`src/rtl/uart_tx_pkg.sv`:
```
// uart_tx_pkg: shared types and constants for the buffered UART transmitter.
// Optional feature macro: UART_TX_PARITY_EN (even parity bit after DATA).
package uart_tx_pkg;

   localparam int DATA_BITS = 8;
   localparam int TIMER_W   = 16;
   localparam int BIT_IDX_W = $clog2(DATA_BITS);

   // PARITY is only reachable when UART_TX_PARITY_EN is defined.
   typedef enum logic [2:0] {
      IDLE,
      START,
      DATA,
      PARITY,
      STOP
   } tx_state_t;

endpackage

```
`src/rtl/tx_byte_fifo.sv`:
```
// tx_byte_fifo: synchronous show-ahead byte FIFO with full/empty/level.
// Pointers carry one extra wrap bit so full and empty are distinguishable.
// Optional feature macro: UART_TX_PARITY_EN (not used in this file).
module tx_byte_fifo
   import uart_tx_pkg::*;
#(
   parameter int DEPTH = 16
) (
   input  logic                         clk,
   input  logic                         resetn,
   input  logic                         wr_en,
   input  logic [DATA_BITS-1:0]         wr_data,
   input  logic                         rd_en,
   output logic [DATA_BITS-1:0]         rd_data,
   output logic                         full,
   output logic                         empty,
   output logic [$clog2(DEPTH+1)-1:0]   level
);

   localparam int AW = $clog2(DEPTH);
   localparam int LW = $clog2(DEPTH+1);

   logic [DATA_BITS-1:0] r_mem [DEPTH];
   logic [AW:0]          r_wr_ptr;
   logic [AW:0]          r_rd_ptr;
   logic                 w_wr_ok;
   logic                 w_rd_ok;
   logic [AW:0]          w_diff;

   // A write into a full FIFO is legal only when a read frees a slot this cycle.
   assign w_rd_ok = rd_en & ~empty;
   assign w_wr_ok = wr_en & (~full | w_rd_ok);

   assign empty   = (r_wr_ptr == r_rd_ptr);
   assign full    = (r_wr_ptr == {~r_rd_ptr[AW], r_rd_ptr[AW-1:0]});
   assign w_diff  = r_wr_ptr - r_rd_ptr;
   assign level   = LW'(w_diff);
   assign rd_data = r_mem[r_rd_ptr[AW-1:0]];

   // Storage array write port.
   // NOTE: the data array has no reset; the pointers alone define which entries are valid.
   always_ff @(posedge clk) begin
      if (w_wr_ok) begin
         r_mem[r_wr_ptr[AW-1:0]] <= wr_data;
      end
   end

   // Read/write pointers, wrapping modulo 2*DEPTH.
   always_ff @(posedge clk or negedge resetn) begin
      if (!resetn) begin
         r_wr_ptr <= '0;
         r_rd_ptr <= '0;
      end else begin
         if (w_wr_ok) r_wr_ptr <= r_wr_ptr + (AW+1)'(1);
         if (w_rd_ok) r_rd_ptr <= r_rd_ptr + (AW+1)'(1);
      end
   end

endmodule

```
`src/rtl/uart_tx_fifo.sv`:
```
// uart_tx_fifo: byte FIFO feeding a registered-output 8N1 serial transmitter.
// Producer never stalls; dropped writes raise a sticky overflow flag.
// Optional feature macro: UART_TX_PARITY_EN (adds an even parity bit, 8E1).
module uart_tx_fifo
   import uart_tx_pkg::*;
#(
   parameter int CLK_DIV = 434,
   parameter int DEPTH   = 16
) (
   input  logic                         clk,
   input  logic                         resetn,
   input  logic [DATA_BITS-1:0]         in_data,
   input  logic                         in_valid,
   input  logic                         clr_overflow,
   output logic                         txd,
   output logic                         busy,
   output logic [$clog2(DEPTH+1)-1:0]   level,
   output logic                         overflow
);

   localparam logic [TIMER_W-1:0]   C_RELOAD   = TIMER_W'(CLK_DIV - 1);
   localparam logic [BIT_IDX_W-1:0] C_LAST_BIT = BIT_IDX_W'(DATA_BITS - 1);

   tx_state_t              r_state;
   logic [TIMER_W-1:0]     r_timer;
   logic [BIT_IDX_W-1:0]   r_bit_idx;
   logic [DATA_BITS-1:0]   r_shift;
   logic                   r_txd;
   logic                   r_overflow;
`ifdef UART_TX_PARITY_EN
   logic                   r_parity;
`endif

   logic                   w_full;
   logic                   w_empty;
   logic                   w_pop;
   logic                   w_push;
   logic                   w_drop;
   logic                   w_bit_end;
   logic [DATA_BITS-1:0]   w_rd_data;

   // Pop from IDLE, or on the last STOP cycle so back-to-back frames have no gap.
   assign w_bit_end = (r_timer == '0);
   assign w_pop     = ~w_empty & ((r_state == IDLE) | ((r_state == STOP) & w_bit_end));
   assign w_push    = in_valid & (~w_full | w_pop);
   assign w_drop    = in_valid & ~w_push;

   assign txd      = r_txd;
   assign overflow = r_overflow;
   assign busy     = (r_state != IDLE) | ~w_empty;

   tx_byte_fifo #(
      .DEPTH   (DEPTH)
   ) u_fifo (
      .clk     (clk),
      .resetn  (resetn),
      .wr_en   (w_push),
      .wr_data (in_data),
      .rd_en   (w_pop),
      .rd_data (w_rd_data),
      .full    (w_full),
      .empty   (w_empty),
      .level   (level)
   );

   // Sticky overflow flag; a drop in the same cycle as a clear keeps it set.
   // NOTE: all sequential state uses non-blocking assignments so every flop samples pre-edge values.
   always_ff @(posedge clk or negedge resetn) begin
      if (!resetn) begin
         r_overflow <= 1'b0;
      end else if (w_drop) begin
         r_overflow <= 1'b1;
      end else if (clr_overflow) begin
         r_overflow <= 1'b0;
      end
   end

   // Transmit FSM with bit timer, shift register and registered txd.
   always_ff @(posedge clk or negedge resetn) begin
      if (!resetn) begin
         r_state   <= IDLE;
         r_timer   <= '0;
         r_bit_idx <= '0;
         r_shift   <= '0;
         r_txd     <= 1'b1;
`ifdef UART_TX_PARITY_EN
         r_parity  <= 1'b0;
`endif
      end else begin
         case (r_state)
            IDLE: begin
               r_txd <= 1'b1;
               if (w_pop) begin
                  r_shift <= w_rd_data;
                  r_state <= START;
                  r_timer <= C_RELOAD;
                  r_txd   <= 1'b0;
`ifdef UART_TX_PARITY_EN
                  r_parity <= ^w_rd_data;
`endif
               end
            end

            START: begin
               if (w_bit_end) begin
                  r_state   <= DATA;
                  r_timer   <= C_RELOAD;
                  r_bit_idx <= '0;
                  r_txd     <= r_shift[0];
               end else begin
                  r_timer <= r_timer - TIMER_W'(1);
               end
            end

            DATA: begin
               if (w_bit_end) begin
                  r_timer <= C_RELOAD;
                  if (r_bit_idx == C_LAST_BIT) begin
`ifdef UART_TX_PARITY_EN
                     r_state <= PARITY;
                     r_txd   <= r_parity;
`else
                     r_state <= STOP;
                     r_txd   <= 1'b1;
`endif
                  end else begin
                     // LSB first: shift right and present the next bit.
                     r_bit_idx <= r_bit_idx + BIT_IDX_W'(1);
                     r_shift   <= r_shift >> 1;
                     r_txd     <= r_shift[1];
                  end
               end else begin
                  r_timer <= r_timer - TIMER_W'(1);
               end
            end

`ifdef UART_TX_PARITY_EN
            PARITY: begin
               if (w_bit_end) begin
                  r_state <= STOP;
                  r_timer <= C_RELOAD;
                  r_txd   <= 1'b1;
               end else begin
                  r_timer <= r_timer - TIMER_W'(1);
               end
            end
`endif

            STOP: begin
               if (w_bit_end) begin
                  if (w_pop) begin
                     r_shift <= w_rd_data;
                     r_state <= START;
                     r_timer <= C_RELOAD;
                     r_txd   <= 1'b0;
`ifdef UART_TX_PARITY_EN
                     r_parity <= ^w_rd_data;
`endif
                  end else begin
                     r_state <= IDLE;
                     r_txd   <= 1'b1;
                  end
               end else begin
                  r_timer <= r_timer - TIMER_W'(1);
               end
            end

            default: begin
               r_state <= IDLE;
               r_txd   <= 1'b1;
            end
         endcase
      end
   end

endmodule
```
`config.mk`:
```
export PLATFORM = sky130hd
export DESIGN_NAME = uart_tx_fifo
export DESIGN_NICKNAME = d
export VERILOG_FILES = /design/src/rtl/uart_tx_pkg.sv /design/src/rtl/tx_byte_fifo.sv /design/src/rtl/uart_tx_fifo.sv
export SDC_FILE = /design/constraint.sdc
export NUM_CORES = 1
export LEC_CHECK = 0
export BUFFER_PORTS_ARGS = -buffer_cell sky130_fd_sc_hd__buf_2
export CELL_PAD_IN_SITES_DETAIL_PLACEMENT = 0
export CELL_PAD_IN_SITES_GLOBAL_PLACEMENT = 2
export CORE_MARGIN = 8
export CORE_UTILIZATION = 46
export CTS_CLUSTER_DIAMETER = 30
export DETAILED_ROUTE_END_ITERATION = 6
export PLACE_DENSITY_LB_ADDON = 0.08
export SLEW_MARGIN = 20
export SYNTH_ARGS = -nofsm -noshare
export SYNTH_HDL_FRONTEND = slang
export SYNTH_SLANG_ARGS = --single-unit
```
`constraint.sdc`:
```
create_clock -name clk -period 3.61 [get_ports clk]
set_clock_uncertainty 0.2 [all_clocks]
set_input_delay 0.722 -clock clk [delete_from_list [all_inputs] [get_ports clk]]
set_output_delay 0.722 -clock clk [all_outputs]
set_load 0.005 [all_outputs]
```
==> summary.md, run 1 <==
| Metric | Value |
|---|---|
| Fillers | approximately 1400 |
| Die Ht | ~140 um |
| TritonCTS Buffers | 17 |
| Post-Synthesis Net Count | ~520 |
| Vias in the first global route | 4436 |
| Core Footprint | between 15000 and 20000 um^2 |
| Area delta synth->final | 11.42% |
| Leak | just under 3 nW |
| Simple logic cell fraction of the synthesized area | about a tenth |
| Final Hold Viols | 0 |
| Mux share of post-synthesis cell area | about 11% |
| Slew @ Worst Pin | roughly 770 ps |
| Routed via count | 4174 |
| Drt first-iter violations | 284 |
| FF-to-FF End | u_fifo.r_mem[9][1] |
| Antenna viol nets, final | 0 |
| Drt drc | 0 |
| Final setup vio count | 0 |
| Postcts setup bufs | 0 |
| Setup tns final | 0 ps |
| Largest net degree at the start of global routing | 43 |
| Via/cell ratio | 5.514 |
| R2R Path Start | u_fifo.r_rd_ptr[2] |
| Mapped Cells | roughly 500 |
| Die X | approximately 140 um |
| Top FF cell, synth | edfxtp_1 |
| CTS tree | yes |
| Reg clk slew, reported paths | around 70 ps |
| First-pass DRT Iterations | 4 |
| Slew headroom | 48.27% |
| Setup WS pre-CTS | approximately 520 ps |
| Final period util | between 80% and 90% |
| Clock net sink count | 170 |
| Clock root buffer | clkbuf_16 |
| Clk_lat worst skew | about 420 ps |
| Antenna diodes | 0 |
| GPL Wtd Cong | 0.7989 |
| Unrepaired setup endpoints after global routing | no |
| FF+latch area | around 5000 um^2 |
| Num rows | between 40 and 50 |
| Worst r2r path cells | 7 |
| Port Buf Inserts | 19 |
| Die footprint | a little over 20000 um^2 |
| H-tree levels | 4 |
| Critical Path End | u_fifo.r_mem[9][1] |
| Worst EP required | around 3500 ps |
| Hold WC Path Type | in -> async |
| Power Density | about 560 nW/um^2 |
| Multi-input gate area | about 2400 um^2 |
| Sequential element share of the synthesized area | between 60% and 70% |
| Initial antenna violation count | 0 |
| Total wire length | about 17000 um |
| Crit. Startpoint | u_fifo.r_rd_ptr[2] |
| Peak supply drop | between 0.0003 and 0.0004 V |
| Synth cell types | 64 |
| Max cap viols | 0 |
| Status | finished clean |
| EDFF count, synth | around 130 |
| Synth Area in Compound Gates | 7.792% |
| Cells resized by post-CTS repair | 0 |
| Mapped cell area | between 7000 and 8000 um^2 |
| Post-Synth Adder-Cell Area | roughly 2.4% |
| I/O pins | 20 |
| XOR/XNOR Fraction of Synth Area | ~1.6% |
| HPWL Detailed | 11380 um |
| DR WL/cell | 21.81 um |
| Final WS setup | roughly 550 ps |
| Max-slew violation count | 0 |
| Layout cells sized above 1 | 24.39% |
| Fmax | 0.3266 GHz |
| Initial core utilization | 46.33% |
| Fraction of registers with async set/reset | between 20% and 30% |
| Yosys reg bits | 170 |
| CP max FO | 11 |
| Main combinational cell family by area after synthesis | multiplexers |
| Worst setup SP type | flop |
| Grt ovf | 0 |
| Yosys warns | 0 |
| Final Critical Period | 3062 ps |
| Worst Setup Path Type | reg -> reg |
| First-pass GRT wire length | between 20000 and 30000 um |
| Final Core Density | 51.62% |
| CTS Buffer Depth | 2 |
| CP Capture Type | flop |
| Worst EP arrival | ~2900 ps |
| GRT Util Overall | 17.45% |
| Hold buffers post-CTS | 0 |
| Setup slack, reg-to-reg | roughly 550 ps |
| Final nets | about 550 |
| Synth Area per Inst | 15.12 um^2 |
-- per-stage QoR --
step / hold slack, ps / instance area, um^2 / std cells / power (mW)
2_1_floorplan: 226.4 / 7547 / 499 / 2.768
3_3_place_gp: 286.7 / 7864 / 725 / 3.031
3_5_place_dp: 292.5 / 7864 / 725 / 3.041
4_1_cts: 297.5 / 8407 / 757 / 4.719
5_1_grt: 140.9 / 8409 / 757 / 4.868
6_report: 96.20 / 8409 / 757 / 4.673
-- worst max-delay path, cell delays in order, from the launching register on --
cell and delay, ps:
dfrtp_1 550, inv_1 140, ha_1 380, nand4_1 260, o31ai_1 150, a21o_1 290, nor3b_2 340, and2_1 420
-- layout by cell type, fill, tap and decap left out, types with 4 or more instances in the layout --
cell type / Yosys / routed
clkinv_4: 0 / 4
inv_1: 22 / 22
dfrtp_1: 41 / 40
buf_2: 11 / 18
mux2_2: 29 / 29
nand2_1: 18 / 18
a21oi_1: 11 / 11
ha_1: 12 / 12
edfxtp_1: 128 / 128
mux2i_1: 8 / 8
nor4_1: 8 / 8
o21ai_0: 20 / 20
nand4_1: 4 / 4
a21o_1: 9 / 9
mux4_2: 18 / 18
nor3b_2: 7 / 7
buf_4: 1 / 10
nand3_1: 8 / 8
nor2_1: 20 / 20
and2_1: 8 / 8
xnor2_1: 11 / 11
inv_6: 0 / 5
o22ai_1: 23 / 23
a22o_1: 4 / 4
nor3b_1: 5 / 5
nor3_1: 9 / 9
clkbuf_16: 0 / 17
-- power breakdown --
| part | switching (mW) | total, mW | internal [mW] |
|---|---|---|---|
| Clock | 0.784 | 1.69 | 0.902 |
| Sequential | 0.0933 | 2.37 | 2.28 |
| Combinational | 0.365 | 0.613 | 0.248 |
-- state kept, by name (all words and copies together) (netlist names), 3 cells and up --
| signal | cells |
|---|---|
| r_shift | 8 |
| r_timer | 16 |
| u_fifo.r_rd_ptr | 5 |
| r_state | 3 |
| u_fifo.r_wr_ptr | 5 |
| r_bit_idx | 3 |
| u_fifo.r_mem | 128 |
-- cells by family (layout without fill, tap and decap cells) --
family | after synthesis | count (layout)
DFF | 170 | 170
and+or+nand+nor | 113 | 113
AOI/OAI and AO/OA | 89 | 89
muxes | 55 | 55
buffers and inverters | 44 | 82
adders and majority gates | 14 | 14
xor gates and xnor gates | 14 | 14
-- cells in the mapped netlist, types with 2 or more instances --
| library cell | n | area share [%] |
|---|---|---|
| edfxtp_1 | 128 | 51 |
| dfrtp_1 | 41 | 14 |
| mux2_2 | 29 | 4.3 |
| o22ai_1 | 23 | 1.9 |
| inv_1 | 22 | 1.1 |
| nor2_1 | 20 | 0.99 |
| o21ai_0 | 20 | 1.3 |
| mux4_2 | 18 | 5.4 |
| nand2_1 | 18 | 0.90 |
| ha_1 | 12 | 2.0 |
| a21oi_1 | 11 | 0.73 |
| buf_2 | 11 | 0.73 |
| xnor2_1 | 11 | 1.3 |
| a21o_1 | 9 | 0.90 |
| nor3_1 | 9 | 0.60 |
| and2_1 | 8 | 0.66 |
| mux2i_1 | 8 | 1.1 |
| nand3_1 | 8 | 0.53 |
| nor4_1 | 8 | 0.66 |
| nor3b_2 | 7 | 1.2 |
| clkbuf_1 | 5 | 0.25 |
| nor3b_1 | 5 | 0.50 |
| a22o_1 | 4 | 0.46 |
| nand4_1 | 4 | 0.33 |
| buf_6 | 3 | 0.45 |
| nand2b_1 | 3 | 0.25 |
| nor4_4 | 3 | 0.85 |
| or3b_2 | 3 | 0.35 |
| or4_1 | 3 | 0.30 |
| xor2_1 | 3 | 0.35 |
| a211oi_1 | 2 | 0.20 |
| a21boi_0 | 2 | 0.20 |
| a21oi_2 | 2 | 0.23 |
| and4_1 | 2 | 0.23 |
| buf_1 | 2 | 0.10 |
| o21a_1 | 2 | 0.20 |
| o21ai_1 | 2 | 0.13 |
| or3_1 | 2 | 0.17 |
-- layer usage --
metal  share of wire, %  GRT usage, %
met4                1.0         4.593
met2                 48         27.72
met3                2.6         3.533
met5                  0             0
met1                 48         23.98
-- layout make-up --
class,count,share of cell area (%)
clock inverters,13,1.309
multi-input cells,285,29.09
repair buffers,28,1.964
flip-flops and latches,170,58.24
well taps,220,3.273
clock buffers,19,5.148
inverters,22,0.9820
-- how the worst min path moves through the flow --
stage,from,end,cells past startpoint
final,resetn,r_timer[7],1
after floorplan,resetn,overflow,0
after detailed placement,r_bit_idx[2],r_bit_idx[2],1
after CTS,resetn,r_timer[7],1
after global routing,resetn,r_timer[11],1
after global placement,r_bit_idx[1],r_bit_idx[1],1
No activity file was read; power rests on OpenSTA's default activity.
==> inputs of run 2 (changes only) <==
==> constraint.sdc (replaced) <==
create_clock -name clk -period 2.9 [get_ports clk]
set_clock_uncertainty 0.2 [all_clocks]
set_input_delay 0.58 -clock clk [delete_from_list [all_inputs] [get_ports clk]]
set_output_delay 0.58 -clock clk [all_outputs]
set_load 0.005 [all_outputs]
==> run 2 against run 1 <==
Effect of this change: setup slack got worse by 440 ps; critical path depth rose by 1; non-clock buffer count rose by 13; count of clock-buffer cells in the layout fell by 1; flip-flop and latch count did not move; sequential share of layout area fell by 1.5 points; critical endpoint is now level[4]; largest cell class unchanged; highest routed layer unchanged.
==> summary.md, run 2 (synthesized netlist as in run 1, its figures left out) <==
| Metric | Value |
|---|---|
| GRT Util Overall | 16.72% (-0.72 points) |
| Reg clk slew, reported paths | 70 ps (about the same) |
| Largest net degree at the start of global routing | 36 (-16%) |
| DR WL/cell | 21.04 um (-3.5%) |
| I/O pins | 20 (unchanged) |
| Non-Filler Instances | 769 (+1.6%) |
| Die footprint | 20760 um^2 (unchanged) |
| Setup WS pre-CTS | 199.1 ps (-321.8 ps) |
| Commonest non-fill, non-tap cell in the layout | edfxtp_1 |
| Fillers | 1387 (-0.36%) |
| Status | finished clean |
| Max cap viols | 0 (unchanged) |
| Final setup vio count | 0 (unchanged) |
| Hold buffers post-CTS | 0 (unchanged) |
| Clock power frac | 38.2% (+2.1 points) |
| Clk_lat worst skew | 420 ps (about the same) |
| TritonCTS Buffers | 17 (unchanged) |
| Switching Fraction | 25.41% (-1.2 points) |
| Initial core utilization | 46.33% (unchanged) |
| Antenna diodes | 0 (unchanged) |
| Final nets | 562 (+2.4%) |
| Clock net sink count | 170 (unchanged) |
| Worst EP arrival | 2010 ps (-920 ps) |
| GPL Wtd Cong | 0.8714 (+9.1%) |
| Final period util | between 90% and 100% |
| Total wire length | 16180 um (-2.0%) |
| Fmax | between 0.3 and 0.4 GHz |
| Drt first-iter violations | 320 (+13%) |
| Leak | 3.067 nW (+3.5%) |
| Drt drc | 0 (unchanged) |
| Port Buf Inserts | 19 (unchanged) |
| Die Ht | 144.1 um (unchanged) |
| Sw power | 1.557 mW (+25%) |
| Final Critical Period | about 2800 ps |
| CTS Buffer Depth | 2 (unchanged) |
| WP buf/inv | 3 (+2) |
| Initial antenna violation count | 0 (unchanged) |
| Num rows | 47 (unchanged) |
| Antenna viol nets, final | 0 (unchanged) |
| CP Capture Type | primary output |
| HPWL Detailed | 11040 um (-3.0%) |
| Slowest cell on crit path | dfrtp_1 |
| CP dominant cell by count | inv_1 |
| Family with the most delay on the worst path | adder cells |
| First-pass DRT Iterations | 6 (+2) |
| Final WS setup | 111.7 ps (-436.5 ps) |
| Flop pwr share | 47.3% (-3.5 points) |
| Worst EP required | 2120 ps (-1360 ps) |
| Design Area, Final | 8631 um^2 (+2.6%) |
| Slew @ Worst Pin | 829.8 ps (+56.65 ps) |
| Final Hold Viols | 0 (unchanged) |
| H-tree levels | 4 (unchanged) |
| Power Density | 710.0 nW/um^2 (+28%) |
| Setup slack, reg-to-reg | 140 ps (-410 ps) |
| First-pass GRT wire length | 24960 um (-5.3%) |
| Slew headroom | 44.68% (-3.6 points) |
| CP cell instances | inv_1 -> ha_1 -> fa_2 -> inv_1 -> a21o_1 -> a21oi_2 -> xnor2_1 -> buf_2 |
| Layout cells sized above 1 | 27.87% (+3.5 points) |
| Hold WC Path Type | in -> async |
| Worst setup SP type | flop |
| Vias in the first global route | 4297 (-3.1%) |
| Grt ovf | 0 (unchanged) |
| Clock root buffer | clkbuf_16 |
| Max-slew violation count | 0 (unchanged) |
| Placed Cells | 735 (+1.4%) |
| Most frequent cells in the layout | edfxtp_1 (128), dfrtp_1 (40), mux2_2 (29), o22ai_1 (23), inv_1 (22) |
| Post-DP Area | 7951 um^2 (+1.1%) |
| CP max stage delay | 380 ps (-170 ps) |
| Number of flip-flops in the largest register | 128 (unchanged) |
| Internal power | 4.571 mW (+33%) |
| Final Core Density | 52.98% (+1.4 points) |
| Area delta synth->final | 14.36% |
| Peak supply drop | 0.0004874 V (+40%) |
| Die X | 144.1 um (unchanged) |
| Pwr Total | 6.128 mW (+31%) |
| Worst Setup Path Type | reg -> out |
| CTS tree | yes |
| CP max FO | 4 (-7) |
| Via/cell ratio | 5.557 (+0.77%) |
| Routed via count | 4273 (+2.4%) |
| Core Footprint | 16290 um^2 (unchanged) |
| Combinational share of power | 14.5% (+1.4 points) |
-- run 2: cell count changes in the layout (fill, tap and decap cells not counted), sizes merged --
cell / before / now
inv: 29 / 28
clkbuf: 19 / 18
bufbuf: 0 / 1
bufinv: 0 / 3
clkinv: 6 / 2
clkinvlp: 0 / 2
buf: 28 / 40
-- run 2: power by group through the flow --
stage               combinational, mW  clock (mW)  sequential, mW
finish                          0.887        2.34            2.90
global route                    0.977        2.47            2.91
CTS                             0.896        2.39            2.90
detailed placement              0.879           0            2.95
global placement                0.874           0            2.95
floorplan                       0.510           0            2.94
-- run 2: worst paths after layout --
check                                     endpoint  cells after the start          startpoint
worst min register to register        r_bit_idx[1]                      1        r_bit_idx[1]
worst max register to register  u_fifo.r_mem[0][2]                      8  u_fifo.r_rd_ptr[1]
worst max-delay path                      level[4]                      8  u_fifo.r_wr_ptr[0]
min in group clk                          overflow                      2            in_valid
max in group asynchronous               r_shift[0]                      2              resetn
worst min-delay path                    r_timer[8]                      1              resetn
-- run 2: layout make-up --
cell class | instances | area (um^2) | share of cell area [%]
Clock buffer | 18 | 429.2 | 4.972
Tap cell | 220 | 275.3 | 3.189
Clock inverter | 13 | 180.2 | 2.088
Timing Repair Buffer | 41 | 297.8 | 3.450
Sequential cell | 170 | 4897 | 56.74
Inverter | 22 | 82.58 | 0.9568
Multi-Input combinational cell | 285 | 2469 | 28.60
-- run 2: layer usage --
layer  GRT usage, %  share of wire, %  vias to the layer above
met5              0                 0                        -
met4          5.423              0.86                        0
met3          3.466               4.2                        8
met2          27.00                49                       81
met1          22.17                45                     2179
li1               -                 -                     2005
-- run 2: timing repair --
action	CTS	global route
resized for setup	0	10
buffers inserted	2	0
cloned	1	0
setup endpoints to repair	1	51
-- run 2: stage by stage --
stage / hold WS (ps) / setup TNS, ps
floorplan: 84.41 / 0
global placement: 289.2 / 0
detailed placement: 292.7 / 0
CTS: 77.60 / 0
global route: 121.4 / -38.75
finish: 51.65 / 0
==> inputs of run 3 (changes only) <==
--- a/config.mk
+++ b/config.mk
@@ -9,7 +9,8 @@
 export CELL_PAD_IN_SITES_DETAIL_PLACEMENT = 0
 export CELL_PAD_IN_SITES_GLOBAL_PLACEMENT = 2
 export CORE_MARGIN = 8
-export CORE_UTILIZATION = 46
+export CORE_UTILIZATION = 48
+export CTS_BUF_LIST = sky130_fd_sc_hd__clkbuf_4 sky130_fd_sc_hd__clkbuf_8
 export CTS_CLUSTER_DIAMETER = 30
 export DETAILED_ROUTE_END_ITERATION = 6
 export PLACE_DENSITY_LB_ADDON = 0.08
==> run 3 against run 2 <==
Effect of this change: the flow now finishes with violations (negative hold slack); combinational power grew 2%; total power shrank 12%; final area is 3.1% lower; routed wire length grew 0.64%; via count grew 0.51%; hold slack got worse by 52 ps; critical path type unchanged; critical endpoint unchanged.
==> summary.md, run 3 (synthesized netlist as in run 1, its figures left out) <==
| Metric | Value |
|---|---|
| Status | finished with violations |
| Failing checks | negative hold slack |
| Area delta synth->final | 10.76% |
| First-pass DRT Iterations | 4 (-2) |
| Final setup vio count | 0 (unchanged) |
| Reg clk slew, reported paths | 90 ps (+20 ps) |
| Peak supply drop | 0.0004780 V (-1.9%) |
| Most frequent cells in the layout | edfxtp_1 (128), dfrtp_1 (40), mux2_2 (29), o22ai_1 (23) |
| Drt drc | 0 (unchanged) |
| Largest net degree at the start of global routing | 34 (-5.6%) |
| Clock root buffer | clkbuf_8 |
| Port Buf Inserts | 19 (unchanged) |
| I/O pins | 20 (unchanged) |
| GPL Wtd Cong | 0.8853 (+1.6%) |
| Drt first-iter violations | 276 (-14%) |
| Initial core utilization | 48.39% (+2.1 points) |
| Vias in the first global route | 4493 (+4.6%) |
| Clk_lat worst skew | 440 ps (+20 ps) |
| Commonest non-fill, non-tap cell in the layout | edfxtp_1 |
| Number of flip-flops in the largest register | 128 (unchanged) |
| Fmax | 0.3640 GHz (+1.5%) |
| Layout cells sized above 1 | 28.60% (+0.73 points) |
| Worst EP required | 2120 ps (about the same) |
| Worst setup SP type | flop |
| CTS Buffer Depth | 2 (unchanged) |
| Initial antenna violation count | 0 (unchanged) |
| Die footprint | 19990 um^2 (-3.7%) |
| DR WL/cell | 21.29 um (+1.2%) |
| HPWL Detailed | 11120 um (+0.76%) |
| GRT Util Overall | 17.37% (+0.64 points) |
| Num rows | 46 (-2.1%) |
| Final period util | 94.74% (-1.4 points) |
| Via/cell ratio | 5.614 (+1.0%) |
| Routed via count | 4295 (+0.51%) |
| Leak | 2.950 nW (-3.8%) |
| Clock net sink count | 170 (unchanged) |
| First-pass GRT wire length | 25810 um (+3.4%) |
| TritonCTS Buffers | 17 (unchanged) |
| Max-slew violation count | 0 (unchanged) |
| Antenna diodes | 0 (unchanged) |
| H-tree levels | 4 (unchanged) |
| FF+latch area | 4897 um^2 (unchanged) |
| Final nets | 562 (unchanged) |
| Slew headroom | 47.86% (+3.2 points) |
| Total wire length | 16290 um (+0.64%) |
| CP Capture Type | primary output |
| Final Hold Viols | 1 (+1) |
| CTS tree | yes |
| Worst r2r path cells | 6 (-2) |
| Hold buffers post-CTS | 0 (unchanged) |
| CP max FO | 20 (+16) |
| Multi-input gate area | 2475 um^2 (+0.25%) |
| Setup tns final | 0 ps (unchanged) |
| Hold WC Path Type | in -> async |
| Final hold slack | -0.7744 ps (-52.43 ps) |
| Pwr Total | 5.405 mW (-12%) |
| Worst EP arrival | 1970 ps (-40 ps) |
| Fillers | 1336 (-3.7%) |
| Die Ht | 141.4 um (-1.9%) |
| Grt ovf | 0 (unchanged) |
| Slew @ Worst Pin | 779.2 ps (-50.60 ps) |
| Final Critical Period | 2747 ps (-40.82 ps) |
| Power Density | 646.6 nW/um^2 (-8.9%) |
| Antenna viol nets, final | 0 (unchanged) |
| Max cap viols | 0 (unchanged) |
| Die X | 141.4 um (-1.9%) |
| Unrepaired setup endpoints after global routing | yes |
| Core Footprint | 15600 um^2 (-4.2%) |
| Worst Setup Path Type | reg -> out |
==> run 3: critical path, stage by stage (launching register included) <==
cell and delay (ps):
dfrtp_2 410, buf_6 190, fa_2 420, inv_1 60, a21o_1 120, a21oi_2 60, xnor2_1 130, buf_2 130
==> run 3: metal layers <==
metal	vias to the layer above	track usage, %	routed length [um]
li1	2007	-	-
met1	2193	22.57	7218
met2	82	28.23	8015
met3	13	5.108	836
met4	0	4.070	214
met5	-	0	0
==> run 3: final cells by class <==
class	count	share of cell area [%]
well taps	216	3.233
inverters	22	0.9879
repair buffers	41	3.158
flip-flops and latches	170	58.58
multi-input cells	285	29.61
clock inverters	14	1.631
clock buffers	17	2.799
==> run 3: report_power, final <==
group	internal [mW]	total (mW)	switching, mW
combinational	0.370	0.903	0.533
sequential	2.84	2.90	0.0676
clock	0.696	1.60	0.902
==> run 3: final timing paths <==
check	start	to	slack (ps)
worst min register to register	r_timer[0]	r_timer[0]	310
worst min-delay path	resetn	r_timer[15]	-0.8
worst max-delay path	u_fifo.r_rd_ptr[1]	level[4]	150
worst max register to register	r_timer[0]	u_fifo.r_mem[12][5]	240
min in group clk	in_valid	overflow	180
max in group asynchronous	resetn	u_fifo.r_rd_ptr[1]	1840
==> run 3: metrics by stage <==
step	util [%]	worst slack (ps)	instance area, um^2	hold WS (ps)	instances
final	53.59	152.5	8359	-0.7744	765
after global routing	53.59	-39.44	8359	44.95	765
after CTS	53.38	17.12	8325	14.43	764
after detailed placement	50.96	147.2	7949	290.5	733
after global placement	50.96	213.3	7949	286.5	733
after floorplan	-	1.823	7547	84.41	499
==> run 3: repair_timing <==
item / CTS / global route
endpoints found under the setup margin: 1 / 65
gates cloned: 0 / 0
buffers inserted: 0 / 1
resized for setup: 3 / 11
pin swaps: 0 / 0
